===== config.mk =====
export PLATFORM = sky130hd
export DESIGN_NAME = uart_prog_loader_flat
export DESIGN_NICKNAME = d
export VERILOG_FILES = /design/src/rtl/uart_prog_loader_if.sv /design/src/rtl/uart_prog_loader.sv /design/src/flat_wrapper.sv
export SDC_FILE = /design/constraint.sdc
export NUM_CORES = 1
export LEC_CHECK = 0
export BUFFER_PORTS_ARGS = -buffer_cell sky130_fd_sc_hd__buf_2
export CAP_MARGIN = 15
export CORE_MARGIN = 5
export CORE_UTILIZATION = 30
export CTS_BUF_LIST = sky130_fd_sc_hd__clkbuf_8
export CTS_CLUSTER_DIAMETER = 120
export DETAILED_ROUTE_END_ITERATION = 10
export REMOVE_ABC_BUFFERS = 1
export SYNTH_ARGS = -nofsm -noshare
export SYNTH_HDL_FRONTEND = slang
export SYNTH_SLANG_ARGS = --single-unit

===== constraint.sdc =====
create_clock -name clck -period 5.07 [get_ports clck]
set_clock_uncertainty 0.2 [all_clocks]
set_input_delay 0.507 -clock clck [delete_from_list [all_inputs] [get_ports clck]]
set_output_delay 0.507 -clock clck [all_outputs]
set_load 0.01 [all_outputs]

===== src/rtl/uart_prog_loader_if.sv =====
// uart_prog_loader_if: instruction RAM write port driven by the program loader.
//   imem_we    : single-cycle write strobe
//   imem_addr  : word address of the write (ADDR_W bits)
//   imem_wdata : 32-bit word to write
// master = loader side (drives), slave = instruction RAM side (receives).
interface uart_prog_loader_if #(
    parameter int ADDR_W = 12
);
    logic              imem_we;
    logic [ADDR_W-1:0] imem_addr;
    logic [31:0]       imem_wdata;

    modport master (
        output imem_we,
        output imem_addr,
        output imem_wdata
    );

    modport slave (
        input imem_we,
        input imem_addr,
        input imem_wdata
    );
endinterface


===== src/rtl/uart_prog_loader.sv =====
// uart_prog_loader: boot-time loader that receives a framed program image over
// an 8N1 UART line, assembles little-endian 32-bit words and writes them into
// the instruction RAM while holding the CPU in reset.
// Frame: 0xA5, N[7:0], N[15:8], then 4*N payload bytes (first byte -> [7:0]).
// Ports:
//   clck      : system clock, rising edge
//   rst_n     : synchronous active-low reset
//   rx        : asynchronous UART receive line, idle high
//   imem      : instruction RAM write port (master modport)
//   cpu_rst_n : active-low CPU reset, low while a load is in progress
//   busy      : high from header accept until load completes or errors
//   done      : high after a successful load, cleared by the next header
//   frame_err : sticky error flag, cleared by the next header
module uart_prog_loader #(
    parameter int CLKS_PER_BIT = 434,
    parameter int ADDR_W       = 12
) (
    input  logic               clck,
    input  logic               rst_n,
    input  logic               rx,
    uart_prog_loader_if.master imem,
    output logic               cpu_rst_n,
    output logic               busy,
    output logic               done,
    output logic               frame_err
);

    localparam int CW = $clog2(CLKS_PER_BIT);
    localparam logic [CW-1:0] HALF_M1   = CW'(CLKS_PER_BIT / 2 - 1);
    localparam logic [CW-1:0] FULL_M1   = CW'(CLKS_PER_BIT - 1);
    localparam logic [16:0]   MAX_WORDS = 17'(2 ** ADDR_W);
    localparam logic [7:0]    HDR_BYTE  = 8'hA5;

    typedef enum logic [1:0] {RX_IDLE, START, DATA, STOP} rx_state_e;
    typedef enum logic [2:0] {IDLE, CNT_LO, CNT_HI, LOAD, DONE, ERR} ld_state_e;

    // ---------------- RX front end ----------------
    logic            sync1_q, sync2_q, prev_q;
    rx_state_e       rx_state_q, rx_state_d;
    logic [CW-1:0]   clk_cnt_q, clk_cnt_d;
    logic [2:0]      bit_cnt_q, bit_cnt_d;
    logic [7:0]      rx_shift_q, rx_shift_d;
    logic            byte_valid, byte_err;

    always_ff @(posedge clck) begin
        if (!rst_n) begin
            sync1_q    <= 1'b1;
            sync2_q    <= 1'b1;
            prev_q     <= 1'b1;
            rx_state_q <= RX_IDLE;
            clk_cnt_q  <= '0;
            bit_cnt_q  <= '0;
            rx_shift_q <= '0;
        end else begin
            sync1_q    <= rx;
            sync2_q    <= sync1_q;
            prev_q     <= sync2_q;
            rx_state_q <= rx_state_d;
            clk_cnt_q  <= clk_cnt_d;
            bit_cnt_q  <= bit_cnt_d;
            rx_shift_q <= rx_shift_d;
        end
    end

    always_comb begin
        rx_state_d = rx_state_q;
        clk_cnt_d  = clk_cnt_q + CW'(1);
        bit_cnt_d  = bit_cnt_q;
        rx_shift_d = rx_shift_q;
        byte_valid = 1'b0;
        byte_err   = 1'b0;
        case (rx_state_q)
            RX_IDLE: begin
                clk_cnt_d = '0;
                if (prev_q && !sync2_q) rx_state_d = START;
            end
            START: begin
                // Mid-start-bit check: a line already back high was a glitch.
                if (clk_cnt_q == HALF_M1) begin
                    clk_cnt_d  = '0;
                    bit_cnt_d  = '0;
                    rx_state_d = sync2_q ? RX_IDLE : DATA;
                end
            end
            DATA: begin
                if (clk_cnt_q == FULL_M1) begin
                    clk_cnt_d  = '0;
                    rx_shift_d = {sync2_q, rx_shift_q[7:1]};
                    bit_cnt_d  = bit_cnt_q + 3'd1;
                    if (bit_cnt_q == 3'd7) rx_state_d = STOP;
                end
            end
            STOP: begin
                if (clk_cnt_q == FULL_M1) begin
                    clk_cnt_d  = '0;
                    rx_state_d = RX_IDLE;
                    if (sync2_q) byte_valid = 1'b1;
                    else         byte_err   = 1'b1;
                end
            end
            default: rx_state_d = RX_IDLE;
        endcase
    end

    // ---------------- Loader ----------------
    ld_state_e         ld_state_q, ld_state_d;
    logic [15:0]       n_q, n_d, n_new;
    logic [15:0]       written_q, written_d;
    logic [1:0]        bidx_q, bidx_d;
    logic [31:0]       word_q, word_d;
    logic              we_q, we_d;
    logic [ADDR_W-1:0] addr_q, addr_d;
    logic [31:0]       wdata_q, wdata_d;
    logic              cpu_rst_n_q, cpu_rst_n_d;
    logic              busy_q, busy_d;
    logic              done_q, done_d;
    logic              ferr_q, ferr_d;

    always_ff @(posedge clck) begin
        if (!rst_n) begin
            ld_state_q  <= IDLE;
            n_q         <= '0;
            written_q   <= '0;
            bidx_q      <= '0;
            word_q      <= '0;
            we_q        <= 1'b0;
            addr_q      <= '0;
            wdata_q     <= '0;
            cpu_rst_n_q <= 1'b1;
            busy_q      <= 1'b0;
            done_q      <= 1'b0;
            ferr_q      <= 1'b0;
        end else begin
            ld_state_q  <= ld_state_d;
            n_q         <= n_d;
            written_q   <= written_d;
            bidx_q      <= bidx_d;
            word_q      <= word_d;
            we_q        <= we_d;
            addr_q      <= addr_d;
            wdata_q     <= wdata_d;
            cpu_rst_n_q <= cpu_rst_n_d;
            busy_q      <= busy_d;
            done_q      <= done_d;
            ferr_q      <= ferr_d;
        end
    end

    always_comb begin
        ld_state_d  = ld_state_q;
        n_d         = n_q;
        n_new       = {rx_shift_q, n_q[7:0]};
        written_d   = written_q;
        bidx_d      = bidx_q;
        word_d      = word_q;
        we_d        = 1'b0;
        addr_d      = addr_q;
        wdata_d     = wdata_q;
        cpu_rst_n_d = cpu_rst_n_q;
        busy_d      = busy_q;
        done_d      = done_q;
        ferr_d      = ferr_q;
        case (ld_state_q)
            IDLE, DONE, ERR: begin
                if (byte_valid && rx_shift_q == HDR_BYTE) begin
                    ld_state_d  = CNT_LO;
                    busy_d      = 1'b1;
                    cpu_rst_n_d = 1'b0;
                    done_d      = 1'b0;
                    ferr_d      = 1'b0;
                    addr_d      = '0;
                    bidx_d      = '0;
                end
            end
            CNT_LO: begin
                if (byte_err) begin
                    ld_state_d = ERR;
                    busy_d     = 1'b0;
                    ferr_d     = 1'b1;
                end else if (byte_valid) begin
                    n_d[7:0]   = rx_shift_q;
                    ld_state_d = CNT_HI;
                end
            end
            CNT_HI: begin
                if (byte_err) begin
                    ld_state_d = ERR;
                    busy_d     = 1'b0;
                    ferr_d     = 1'b1;
                end else if (byte_valid) begin
                    n_d = n_new;
                    if (n_new == '0 || {1'b0, n_new} > MAX_WORDS) begin
                        ld_state_d = ERR;
                        busy_d     = 1'b0;
                        ferr_d     = 1'b1;
                    end else begin
                        ld_state_d = LOAD;
                        written_d  = '0;
                    end
                end
            end
            LOAD: begin
                // Strobe cycle: advance the address and finish after word N.
                if (we_q) begin
                    addr_d    = addr_q + ADDR_W'(1);
                    written_d = written_q + 16'd1;
                    if (written_q + 16'd1 == n_q) begin
                        ld_state_d  = DONE;
                        busy_d      = 1'b0;
                        done_d      = 1'b1;
                        cpu_rst_n_d = 1'b1;
                    end
                end
                if (byte_err) begin
                    ld_state_d = ERR;
                    busy_d     = 1'b0;
                    ferr_d     = 1'b1;
                end else if (byte_valid) begin
                    word_d = {rx_shift_q, word_q[31:8]};
                    bidx_d = bidx_q + 2'd1;
                    if (bidx_q == 2'd3) begin
                        we_d    = 1'b1;
                        wdata_d = {rx_shift_q, word_q[31:8]};
                    end
                end
            end
            default: ld_state_d = IDLE;
        endcase
    end

    assign imem.imem_we    = we_q;
    assign imem.imem_addr  = addr_q;
    assign imem.imem_wdata = wdata_q;
    assign cpu_rst_n       = cpu_rst_n_q;
    assign busy            = busy_q;
    assign done            = done_q;
    assign frame_err       = ferr_q;

endmodule


===== src/flat_wrapper.sv =====
// flat-port wrapper written by rule: the top's interface ports become plain ports
module uart_prog_loader_flat 
#(
    parameter int CLKS_PER_BIT = 434,
    parameter int ADDR_W       = 12
)
  (clck, rst_n, rx, cpu_rst_n, busy, done, frame_err, imem_imem_we, imem_imem_addr, imem_imem_wdata);
  uart_prog_loader_if #(.ADDR_W(ADDR_W)) imem_i ();
  input  logic clck;
  input  logic rst_n;
  input  logic rx;
  output logic cpu_rst_n;
  output logic busy;
  output logic done;
  output logic frame_err;
  output wire logic [$bits(imem_i.imem_we)-1:0] imem_imem_we;
  output wire logic [$bits(imem_i.imem_addr)-1:0] imem_imem_addr;
  output wire logic [$bits(imem_i.imem_wdata)-1:0] imem_imem_wdata;
  assign imem_imem_we = imem_i.imem_we;
  assign imem_imem_addr = imem_i.imem_addr;
  assign imem_imem_wdata = imem_i.imem_wdata;
  uart_prog_loader #(.CLKS_PER_BIT(CLKS_PER_BIT), .ADDR_W(ADDR_W)) u_core (.clck(clck), .rst_n(rst_n), .rx(rx), .imem(imem_i), .cpu_rst_n(cpu_rst_n), .busy(busy), .done(done), .frame_err(frame_err));
endmodule

After elaboration in Yosys (flattened, before gate mapping):

Cells that the tools add are included.

* $add $sub $neg: 5
* multipliers: 0
* div/mod/pow operators: 0
* $lt $le $gt $ge: 1
* eq/ne operators: 34
* shift operators: 0
* multiplexer cells: 64
* bitwise logic cells: 5
* reduce and logical (&&, ||, !) cells: 30

Operator list (number)
* $mux W16: 4
* $mux W3: 11
* $pmux W16 S2: 1
* $pmux W9 S3: 1
* $mux W12: 2
* $mux W8: 3
* $ne A2 B1 Y1 const B: 12
* $pmux W12 S2: 1
* $mux W1: 22
* $reduce_and A5 Y1: 4
* $mux W2: 9
* $mux W9: 2
* $add A16 B1 Y16 const B: 1
* $eq A16 B16 Y1: 1
* $gt A16 B13 Y1 const B: 1
* $logic_not A16 Y1: 1
* $pmux W8 S2: 1
* $reduce_and A4 Y1: 4
* $ne A3 B1 Y1 const B: 5
* $add A12 B1 Y12 const B: 1
* $pmux W3 S4: 1
* $reduce_and A3 Y1: 4
* $add A9 B1 Y9 const B: 1
* $eq A3 B3 Y1 const B: 3
* 30 further kinds: 43

* flip-flop bits (word level): 143
* bits in latches: 0
* bits in writable memories: 0
* memory bits (read-only): 0
* input port bits: 3
* output and inout bits: 49
* logic and storage cells: 159
* memories kept: 0

Longest topological paths before layout:

Gate-level depths: netlist of the first run.

* word-level depth: 6
* depth in mapped cells: 10

Least setup slack after synthesis of the first run:

No wires, ideal clock.

* kind: flip-flop to flip-flop
* start: register u_core.written_q[1]
* end: register u_core.ld_state_q[1]
* library setup time: 0.122 ns
* arrival time: 2.367 ns
* required time: 4.748 ns
* path slack: 2.381 ns
* cell stages (with the launch flop): 10
* period minus slack after synthesis: 2.689 ns
* cells stage by stage: dfxtp_1 ha_1 buf_2 nand3_1 or4_1 a22oi_1 o211ai_1 nor4_2 o31ai_1 o311a_1

* cells in the longest elaborated chain, start to end: 4

RTL lines
* start, declared: line uart_prog_loader.sv:108 `logic [15:0] written_q, written_d;`
* start signal, assigned: line uart_prog_loader.sv:136 `written_q <= written_d;`
* $add A16 B1 Y16: line uart_prog_loader.sv:207 `if (written_q + 16'd1 == n_q) begin`
* $eq A16 B16 Y1: line uart_prog_loader.sv:207
* $ne A3 B1 Y1 (no line)
* $reduce_and A5 Y1 (no line)
* end signal, assigned: line uart_prog_loader.sv:134 `ld_state_q <= ld_state_d;`
* end, declared: line uart_prog_loader.sv:106 `ld_state_e ld_state_q, ld_state_d;`

No other way between the ends.
A chain may end at the register's enable or synchronous reset.

Final worst setup path of the first run:

* start: register u_core.written_q[0]
* end: register u_core.ld_state_q[1]

Same word-level chain as after synthesis.

==> flow_summary.ini, run 1 <==
[placement]
pre_cts_slack_ns = 1.59
port_buffers = 51
gp_congestion = 0.831
dpl.hpwl_mm = 9.86

[detailed_routing]
drt_iter0_drc = 332
ant_nets = 0
wire_per_inst_microns = 13.8
drt-total-wl_mm = 14.7
drc = 0
drt_first_pass_iters = 5
vias = 5263
viasPerCell = 4.94

[critical_path]
critPathKind = register to register
crit_path_start = u_core.written_q[0]
worstSetupPathDepth = 8
cp_max_fo = 11
start_kind = register
worstPathCellList = ha_1 > nand3_1 > or4_1 > a22oi_1 > o211ai_1 > nor4_2 > o31ai_1 > o311a_1
rr_startpoint = u_core.written_q[0]
critPathCapture = u_core.ld_state_q[1]
crit_path_end_kind = register
cp.required_ns = 5.21
reg2regPathDepth = 8
cpLargestDelayFamily = simple AND/OR/NAND/NOR gates
worst-endpoint-arrival_ns = 3.47
max_stage_delay_ns = 0.58
cp_slowest_cell = or4_1
crit_buf_inv = 0
reg2reg_slack_ns = 1.74
r2r-end = u_core.ld_state_q[1]

[logic_synthesis]
postSynthAreaPerCell_sq_um = 7.97
synth_edf_count = 0
syn_area_sq_um = 6040
yosysSeqAreaShare = 0.447
ys_async_sr_fraction = 0
yosysUniqueCellTypes = 63
yosysWarnings = 0
synth_cells = 758
synthTopCellsByArea = dfxtp_1, nand2_1, a21oi_1, nor2_1, xnor2_1
synth.largest_area_cell = dfxtp_1
synth_top_area_frac = 0.447
ys.flop_type = dfxtp_1
ys_seq_elements = 135

[floorplan]
io_pins = 52
initial_utilization = 0.302
num_rows = 52
core_sq_um = 20000
die_w_microns = 152
die_h_microns = 152
die_area_sq_um = 23100

[cts]
clk_latency_ns = 0.46
hold_buffers = 0
cts_root_buf = clkbuf_8
cts.path.max_buffers = 2
ctsResizeCount = 0
cts_tree = built
cts_buffers = 17
h-tree-depth = 4
cts.clk_slew.worst_paths_ns = 0.08
cts_sinks = 135
cts_setup_buffers = 0

[hold_path]
whs_path_depth = 2
holdCritPathClass = input pin to register

[cells_and_area]
antenna_cells = 0
nFillCells = 2170
nets = 794
layout-drive-gt1-share = 0.123
areaGrowthSynthToFinish_pct = 13.3

[global_route]
grt.busiest_layer = met2
grt_util_all_layers = 0.127
grt_pass1_vias = 4878
use_met3 = 0.0296
grt.met1_usage = 0.164
met2_usage = 0.206
grt_pass1_wl_mm = 24.7
gr-total-overflow = 0
grt_max_degree = 63
antenna_found_initial = 0

[sta]
hold_violations = 0
fin_crit_sh = 0.656
slew_headroom = 0.285
tightest_slew_ns = 1.07
fmax_ghz = 0.300
fin_crit_ns = 3.33
drv_slew = 0
layout_setup_ws_ns = 1.74
setup_viol = 0
rsz0062_at_grt = false
fin_setup_tns_ns = 0

[power_and_ir_drop]
vdd_drop_max_mv = 0.146
power.density_nw_per_um2 = 281
p_leak_nw = 2.49

[job]
max_cap_violations = 0

[run_status]
outcome = completed
[worst reg2reg max path: cells and delay by family, from the launching register on]
family / cells / cell delay, ns
AO/OA/AOI/OAI: 4 / 0.84
flip-flops: 1 / 0.52
AND/OR/NAND/NOR: 3 / 1.21
adder cells (fa/ha/maj): 1 / 0.46
[final cells by class]
cell class                      count  area [sq um]  share of cell area
Multi-Input combinational cell    565          3110               0.454
Sequential cell                   135          2700               0.395
Tap cell                          270           338              0.0493
Timing Repair Buffer               55           293              0.0427
Clock buffer                       18           248              0.0362
Clock inverter                     13           125              0.0183
Inverter                            9          35.0             0.00512
[placed cells by master, fill, tap and decap left out, types with 3 or more instances in the layout]
master / n
ha_1: 8
a21oi_1: 104
or4_1: 5
clkinv_4: 5
nand4b_1: 4
and2_1: 3
nand2_1: 161
nand2b_1: 6
nand3_1: 20
nor2b_1: 3
inv_6: 3
nor4_1: 9
buf_4: 3
o21ai_0: 21
nor2_1: 71
and3_1: 13
dfxtp_1: 135
buf_2: 51
xnor2_1: 19
mux2i_1: 15
a31oi_1: 5
xor2_1: 14
clkinv_2: 3
or3_1: 12
o21ai_1: 3
nand4_1: 13
nor3_1: 7
inv_1: 8
o31ai_1: 3
clkbuf_8: 18
[layer usage]
metal / share of wire / up-vias
li1: - / 2668
met1: 0.47 / 2464
met2: 0.47 / 110
met3: 0.038 / 21
met4: 0.019 / 0
met5: 0 / -
[worst min-delay path by stage]
stage	start	endpoint
after floorplan	u_core.sync1_q	u_core.sync2_q
after global placement	u_core.sync1_q	u_core.sync2_q
after detailed placement	u_core.sync1_q	u_core.sync2_q
after CTS	rx	u_core.sync1_q
after global routing	rx	u_core.sync1_q
final	rx	u_core.sync1_q
[state kept, by name, summed over array words and instances, names as in the netlist, 2 cells and up, named ones only]
name / cells
u_core.clk_cnt_q: 9
u_core.imem.imem_wdata: 32
u_core.ld_state_q: 3
u_core.n_q: 16
u_core.rx_shift_q: 8
u_core.bit_cnt_q: 3
u_core.written_q: 16
u_core.bidx_q: 2
u_core.imem.imem_addr: 12
u_core.word_q: 24
[logic make-up (layout without fill, tap and decap cells)]
kind of cell	after synthesis	in the layout	share of synthesized area
compound gates	162	162	0.153
xor+xnor	33	33	0.0478
fa+ha+maj	8	8	0.0166
buf+inv	58	95	0.0393
flops	135	135	0.447
mux	15	15	0.0248
simple gates	347	347	0.272
[metrics by stage]
step	area, sq um	total power, mW	std cells	util	hold WS, ns
3_3_place_gp	6460	1.11	1033	0.322	0.200
2_1_floorplan	5840	1.10	709	-	0.186
4_1_cts	6830	1.95	1064	0.341	0.0218
3_5_place_dp	6460	1.11	1033	0.322	0.194
6_report	6850	1.93	1065	0.342	0.0417
5_1_grt	6850	2.00	1065	0.342	0.0300
[synth_stat cells, drive strengths merged, types with 6 or more instances]
master	instances
xor2	14
nand2b	6
nor2	71
nand2	161
nand4	15
dfxtp	135
nand3	20
a21oi	104
nor4	11
inv	9
buf	8
nor3	7
clkbuf	41
ha	8
and3	13
o21ai	24
xnor2	19
or3	12
mux2i	15
[power by group]
| group | leakage, nW | switching (mW) | internal (mW) |
|---|---|---|---|
| Sequential | 1.09 | 0.00203 | 1.06 |
| Clock | 0.186 | 0.439 | 0.403 |
| Combinational | 1.22 | 0.0186 | 0.00350 |
(Power assumes the default switching activity.)
==> inputs of run 2 (changes only) <==
clock period = 3.2 ns   (was 5.07 ns; I/O delays follow)
==> run 2 against run 1 <==
Compared with the run above: final area is 2.5% higher; combinational power is 80% higher; global-route usage is 0.22 points higher; non-clock buffer count is 22 higher; critical path depth is 1 lower.
==> flow_summary.ini, run 2 (synthesis gave the netlist of run 1 again) <==
[run_status]
outcome = completed

[cells_and_area]
largest_reg_flops = 32
final_cells = 1087
nets = 816
layout-drive-gt1-share = 0.141
antenna_cells = 0
areaGrowthSynthToFinish_pct = 16.2
final_common_cell = nand2_1
final_cell_mix = nand2_1, dfxtp_1, a21oi_1

[critical_path]
r2r-end = u_core.ld_state_q[1]
cp_max_fo = 14
critPathKind = register to register
reg2reg_slack_ns = 0.23
start_kind = register
crit_path_end_kind = register
cp.required_ns = 3.34
worst-endpoint-arrival_ns = 3.11
reg2regPathDepth = 7
rr_startpoint = u_core.written_q[2]

[floorplan]
die_w_microns = 152
initial_utilization = 0.302
num_rows = 52
die_area_sq_um = 23100
io_pins = 52
core_sq_um = 20000
die_h_microns = 152

[cts]
h-tree-depth = 4
cts_root_buf = clkbuf_8
hold_buffers = 3
cts_sinks = 135
cts_buffers = 17
cts.path.max_buffers = 2
cts_setup_buffers = 0
ctsResizeCount = 0
cts_tree = built
cts.clk_slew.worst_paths_ns = 0.08
clk_latency_ns = 0.45

[global_route]
antenna_found_initial = 0
grt_util_all_layers = 0.129
grt_pass1_wl_mm = 25.0
gr-total-overflow = 0
grt_max_degree = 42
grt_pass1_vias = 4982

[sta]
setup_viol = 0
rsz0062_at_grt = false
fin_setup_tns_ns = 0
hold_violations = 0
tightest_slew_ns = 0.614
layout_setup_ws_ns = 0.231
slew_headroom = 0.590
fin_crit_ns = 2.97
fin_crit_sh = 0.928
fmax_ghz = 0.337
drv_slew = 0

[placement]
gp_congestion = 0.855
port_buffers = 51
placedCellCount = 1053
pre_cts_slack_ns = 0.251
dpl.hpwl_mm = 10.1

[power_and_ir_drop]
finalPower_mw = 3.01
power.density_nw_per_um2 = 429
p_leak_nw = 2.61
vdd_drop_max_mv = 0.210

[detailed_routing]
vias = 5294
drt_first_pass_iters = 5
ant_nets = 0
drc = 0
wire_per_inst_microns = 13.6
viasPerCell = 4.87
drt-total-wl_mm = 14.8
drt_iter0_drc = 394

[job]
max_cap_violations = 0

[hold_path]
hold_end = u_core.sync2_q
holdCritStartpoint = u_core.sync1_q
whs_path_depth = 1
holdCritPathClass = register to register
[run 2: cell types whose count changed in the layout (fill, tap and decap cells not counted), moves of 2 or more]
cell,before,now
buf_4,3,21
dlygate4sd3_1,0,3
buf_12,0,2
clkinv_2,3,5
inv_1,8,10
inv_6,3,1
[run 2: area by class of cell]
class	instances	area, sq um
clock inverters	13	109
well taps	270	338
fillers	2199	13000
inverters	9	35.0
clock buffers	18	248
repair buffers	77	483
multi-input cells	565	3110
flip-flops and latches	135	2700
[run 2: how the worst max path moves through the flow]
stage,startpoint,end,depth (start not counted)
2_1_floorplan,u_core.ld_state_q[1],u_core.imem.imem_wdata[0],7
3_3_place_gp,u_core.written_q[2],u_core.ld_state_q[1],7
3_5_place_dp,u_core.written_q[2],u_core.ld_state_q[1],7
4_1_cts,u_core.written_q[2],u_core.ld_state_q[1],7
5_1_grt,u_core.clk_cnt_q[0],u_core.imem.imem_addr[9],7
6_report,u_core.written_q[2],u_core.ld_state_q[1],7
[run 2: through the flow]
| step | hold WS (ns) | area (sq um) | util |
|---|---|---|---|
| floorplan | 0.186 | 5840 | - |
| global placement | 0.228 | 6640 | 0.331 |
| detailed placement | 0.230 | 6640 | 0.331 |
| CTS | 0.241 | 7020 | 0.350 |
| global route | 0.259 | 7020 | 0.350 |
| finish | 0.232 | 7020 | 0.350 |
[run 2: where the power goes]
group	total [mW]	internal, mW	switching [mW]
sequential	1.68	1.68	0.00301
combinational	0.0398	0.00941	0.0304
clock	1.29	0.624	0.664
total	3.01	2.31	0.698
[run 2: worst max-delay path: stages, from the launching register on]
cell	delay, ns
dfxtp_1	0.61
nand4_4	0.20
or3_1	0.40
a2111oi_2	0.40
o311ai_1	0.20
nor4_2	0.43
o31ai_1	0.14
o311a_1	0.29
[run 2: metal layers]
| metal | part of all wire | wire length (microns) | vias up | track usage |
|---|---|---|---|---|
| met2 | 0.47 | 6900 | 88 | 0.211 |
| met1 | 0.49 | 7200 | 2479 | 0.168 |
| met4 | 0.015 | 222 | 0 | 0.0432 |
| li1 | - | - | 2710 | - |
| met3 | 0.032 | 479 | 17 | 0.0316 |
| met5 | 0 | 0 | - | 0 |
==> inputs of run 3 (changes only) <==
ABC_AREA = 1   (was not set)
==> run 3 against run 2 <==
Compared with the run above: core utilization is 0.25 points higher; largest power group unchanged; non-clock buffer count down 17; sequential share of layout area decreased by 0.51 points; setup slack better by 0.52 ns; final area rose by 1.4%; area after synthesis rose by 1.6%; flip-flop and latch count stayed put; routed wire length down 2.6%; count of clock-buffer cells in the layout stayed put.
==> flow_summary.ini, run 3 <==
[run_status]
outcome = completed

[logic_synthesis]
synth_top_area_frac = 0.440
yosysUniqueCellTypes = 39
syn_area_sq_um = 6140
synth.largest_area_cell = dfxtp_1
postSynthAreaPerCell_sq_um = 7.44
ys_async_sr_fraction = 0
synth_edf_count = 0
synthTopCellsByArea = dfxtp_1, nand2_1, a21oi_1, inv_1, o21ai_0
synth_cells = 825
yosysWarnings = 0
synth_common_cells = dfxtp_1, nand2_1, inv_1
ys.flop_type = dfxtp_1
ys_seq_elements = 135
post-synth-top-count-cell = dfxtp_1
yosysSeqAreaShare = 0.440

[cells_and_area]
final_util = 0.353
largest_reg_flops = 32
layout-drive-gt1-share = 0.153
nets = 884
antenna_cells = 0
final_common_cell = dfxtp_1
nFillCells = 2126
multiInputGateArea_sq_um = 2890
regArea_sq_um = 2700
final_cell_mix = dfxtp_1, nand2_1, inv_1
areaGrowthSynthToFinish_pct = 15.9
final_area_sq_um = 7120

[sta]
fmax_ghz = 0.408
fin_crit_ns = 2.45
setup_viol = 0
layout_setup_ws_ns = 0.748
hold_violations = 0
fin_crit_sh = 0.766
drv_slew = 0
rsz0062_at_grt = false
tightest_slew_ns = 0.727
slew_headroom = 0.512

[critical_path]
critPathKind = register to register
worstPathCellList = inv_1 > ha_1 > nand2_1 > nor2_1 > nand2_1 > nor2_2 > inv_2 > nor2_4 > nand2_2 > o21ai_1 > nand2_1 > buf_4 > a31oi_1 > a211oi_1
timing.critical_path.mode_cell = nand2_1
cp.required_ns = 3.30
max_stage_delay_ns = 0.31
cp_slowest_cell = dfxtp_1
start_kind = register
crit_buf_inv = 3
reg2reg_slack_ns = 0.75
worst-endpoint-arrival_ns = 2.55
crit_path_end_kind = register
cpLargestDelayFamily = simple AND/OR/NAND/NOR gates
cp_max_fo = 31

[detailed_routing]
drc = 0
viasPerCell = 4.68
wire_per_inst_microns = 12.5
drt_first_pass_iters = 6
vias = 5411
drt-total-wl_mm = 14.4
drt_iter0_drc = 415
ant_nets = 0

[cts]
cts.clk_slew.worst_paths_ns = 0.07
clk_latency_ns = 0.45
cts_root_buf = clkbuf_8
hold_buffers = 1
ctsResizeCount = 0
cts_sinks = 135
h-tree-depth = 4
cts.path.max_buffers = 2
cts_setup_buffers = 0
cts_buffers = 17
cts_tree = built

[power_and_ir_drop]
vdd_drop_max_mv = 0.193
p_leak_nw = 2.78
power.density_nw_per_um2 = 477
finalPower_mw = 3.40

[global_route]
grt_pass1_vias = 4856
gr-total-overflow = 0
antenna_found_initial = 0
grt_max_degree = 79
grt_util_all_layers = 0.124
grt_pass1_wl_mm = 24.1

[floorplan]
io_pins = 52
die_h_microns = 153
die_area_sq_um = 23400
core_sq_um = 20200
num_rows = 52
initial_utilization = 0.304
die_w_microns = 153

[placement]
gp_congestion = 0.853
dpl.hpwl_mm = 10.2
place_area_sq_um = 6660
pre_cts_slack_ns = 0.741
port_buffers = 51

[job]
max_cap_violations = 0

[hold_path]
holdCritPathClass = register to register
run 3: worst paths after layout:
kind | startpoint | to | cells past startpoint
setup / recovery | u_core.clk_cnt_q[1] | u_core.written_q[2] | 14
hold / removal | u_core.sync1_q | u_core.sync2_q | 1
setup reg to reg | u_core.clk_cnt_q[1] | u_core.written_q[2] | 14
hold reg to reg | u_core.sync1_q | u_core.sync2_q | 1
run 3: routing by layer:
layer	track usage	wire length (microns)	vias to the layer above
met2	0.193	6430	104
met3	0.0277	596	23
met4	0.0518	302	0
li1	-	-	2850
met1	0.165	7090	2434
met5	0	0	-
run 3: through the flow:
stage | std cells | TNS, ns | hold slack [ns]
6_report | 1156 | 0 | 0.223
5_1_grt | 1156 | 0 | 0.245
4_1_cts | 1156 | 0 | 0.227
3_5_place_dp | 1123 | 0 | 0.207
3_3_place_gp | 1123 | 0 | 0.200
2_1_floorplan | 794 | -0.410 | 0.190
run 3: layout make-up:
cell class	count	area share
Multi-Input combinational cell	547	0.406
Sequential cell	135	0.380
Inverter	112	0.0591
Tap cell	270	0.0475
Timing Repair Buffer	60	0.0457
Clock buffer	18	0.0348
Clock inverter	14	0.0278
run 3: cell families after synthesis:
group | count (synthesis) | synth area share
AND/OR/NAND/NOR | 321 | 0.246
AO/OA/AOI/OAI | 205 | 0.185
buffers and inverters | 143 | 0.0897
flip-flops | 135 | 0.440
XOR/XNOR | 13 | 0.0230
adder cells (fa/ha/maj) | 8 | 0.0163
run 3: report_power, final:
group	leakage [nW]	internal, mW	switching (mW)
registers	1.09	1.70	0.0162
logic	1.47	0.0404	0.0890
clock network	0.220	0.875	0.679
total	2.78	2.61	0.784
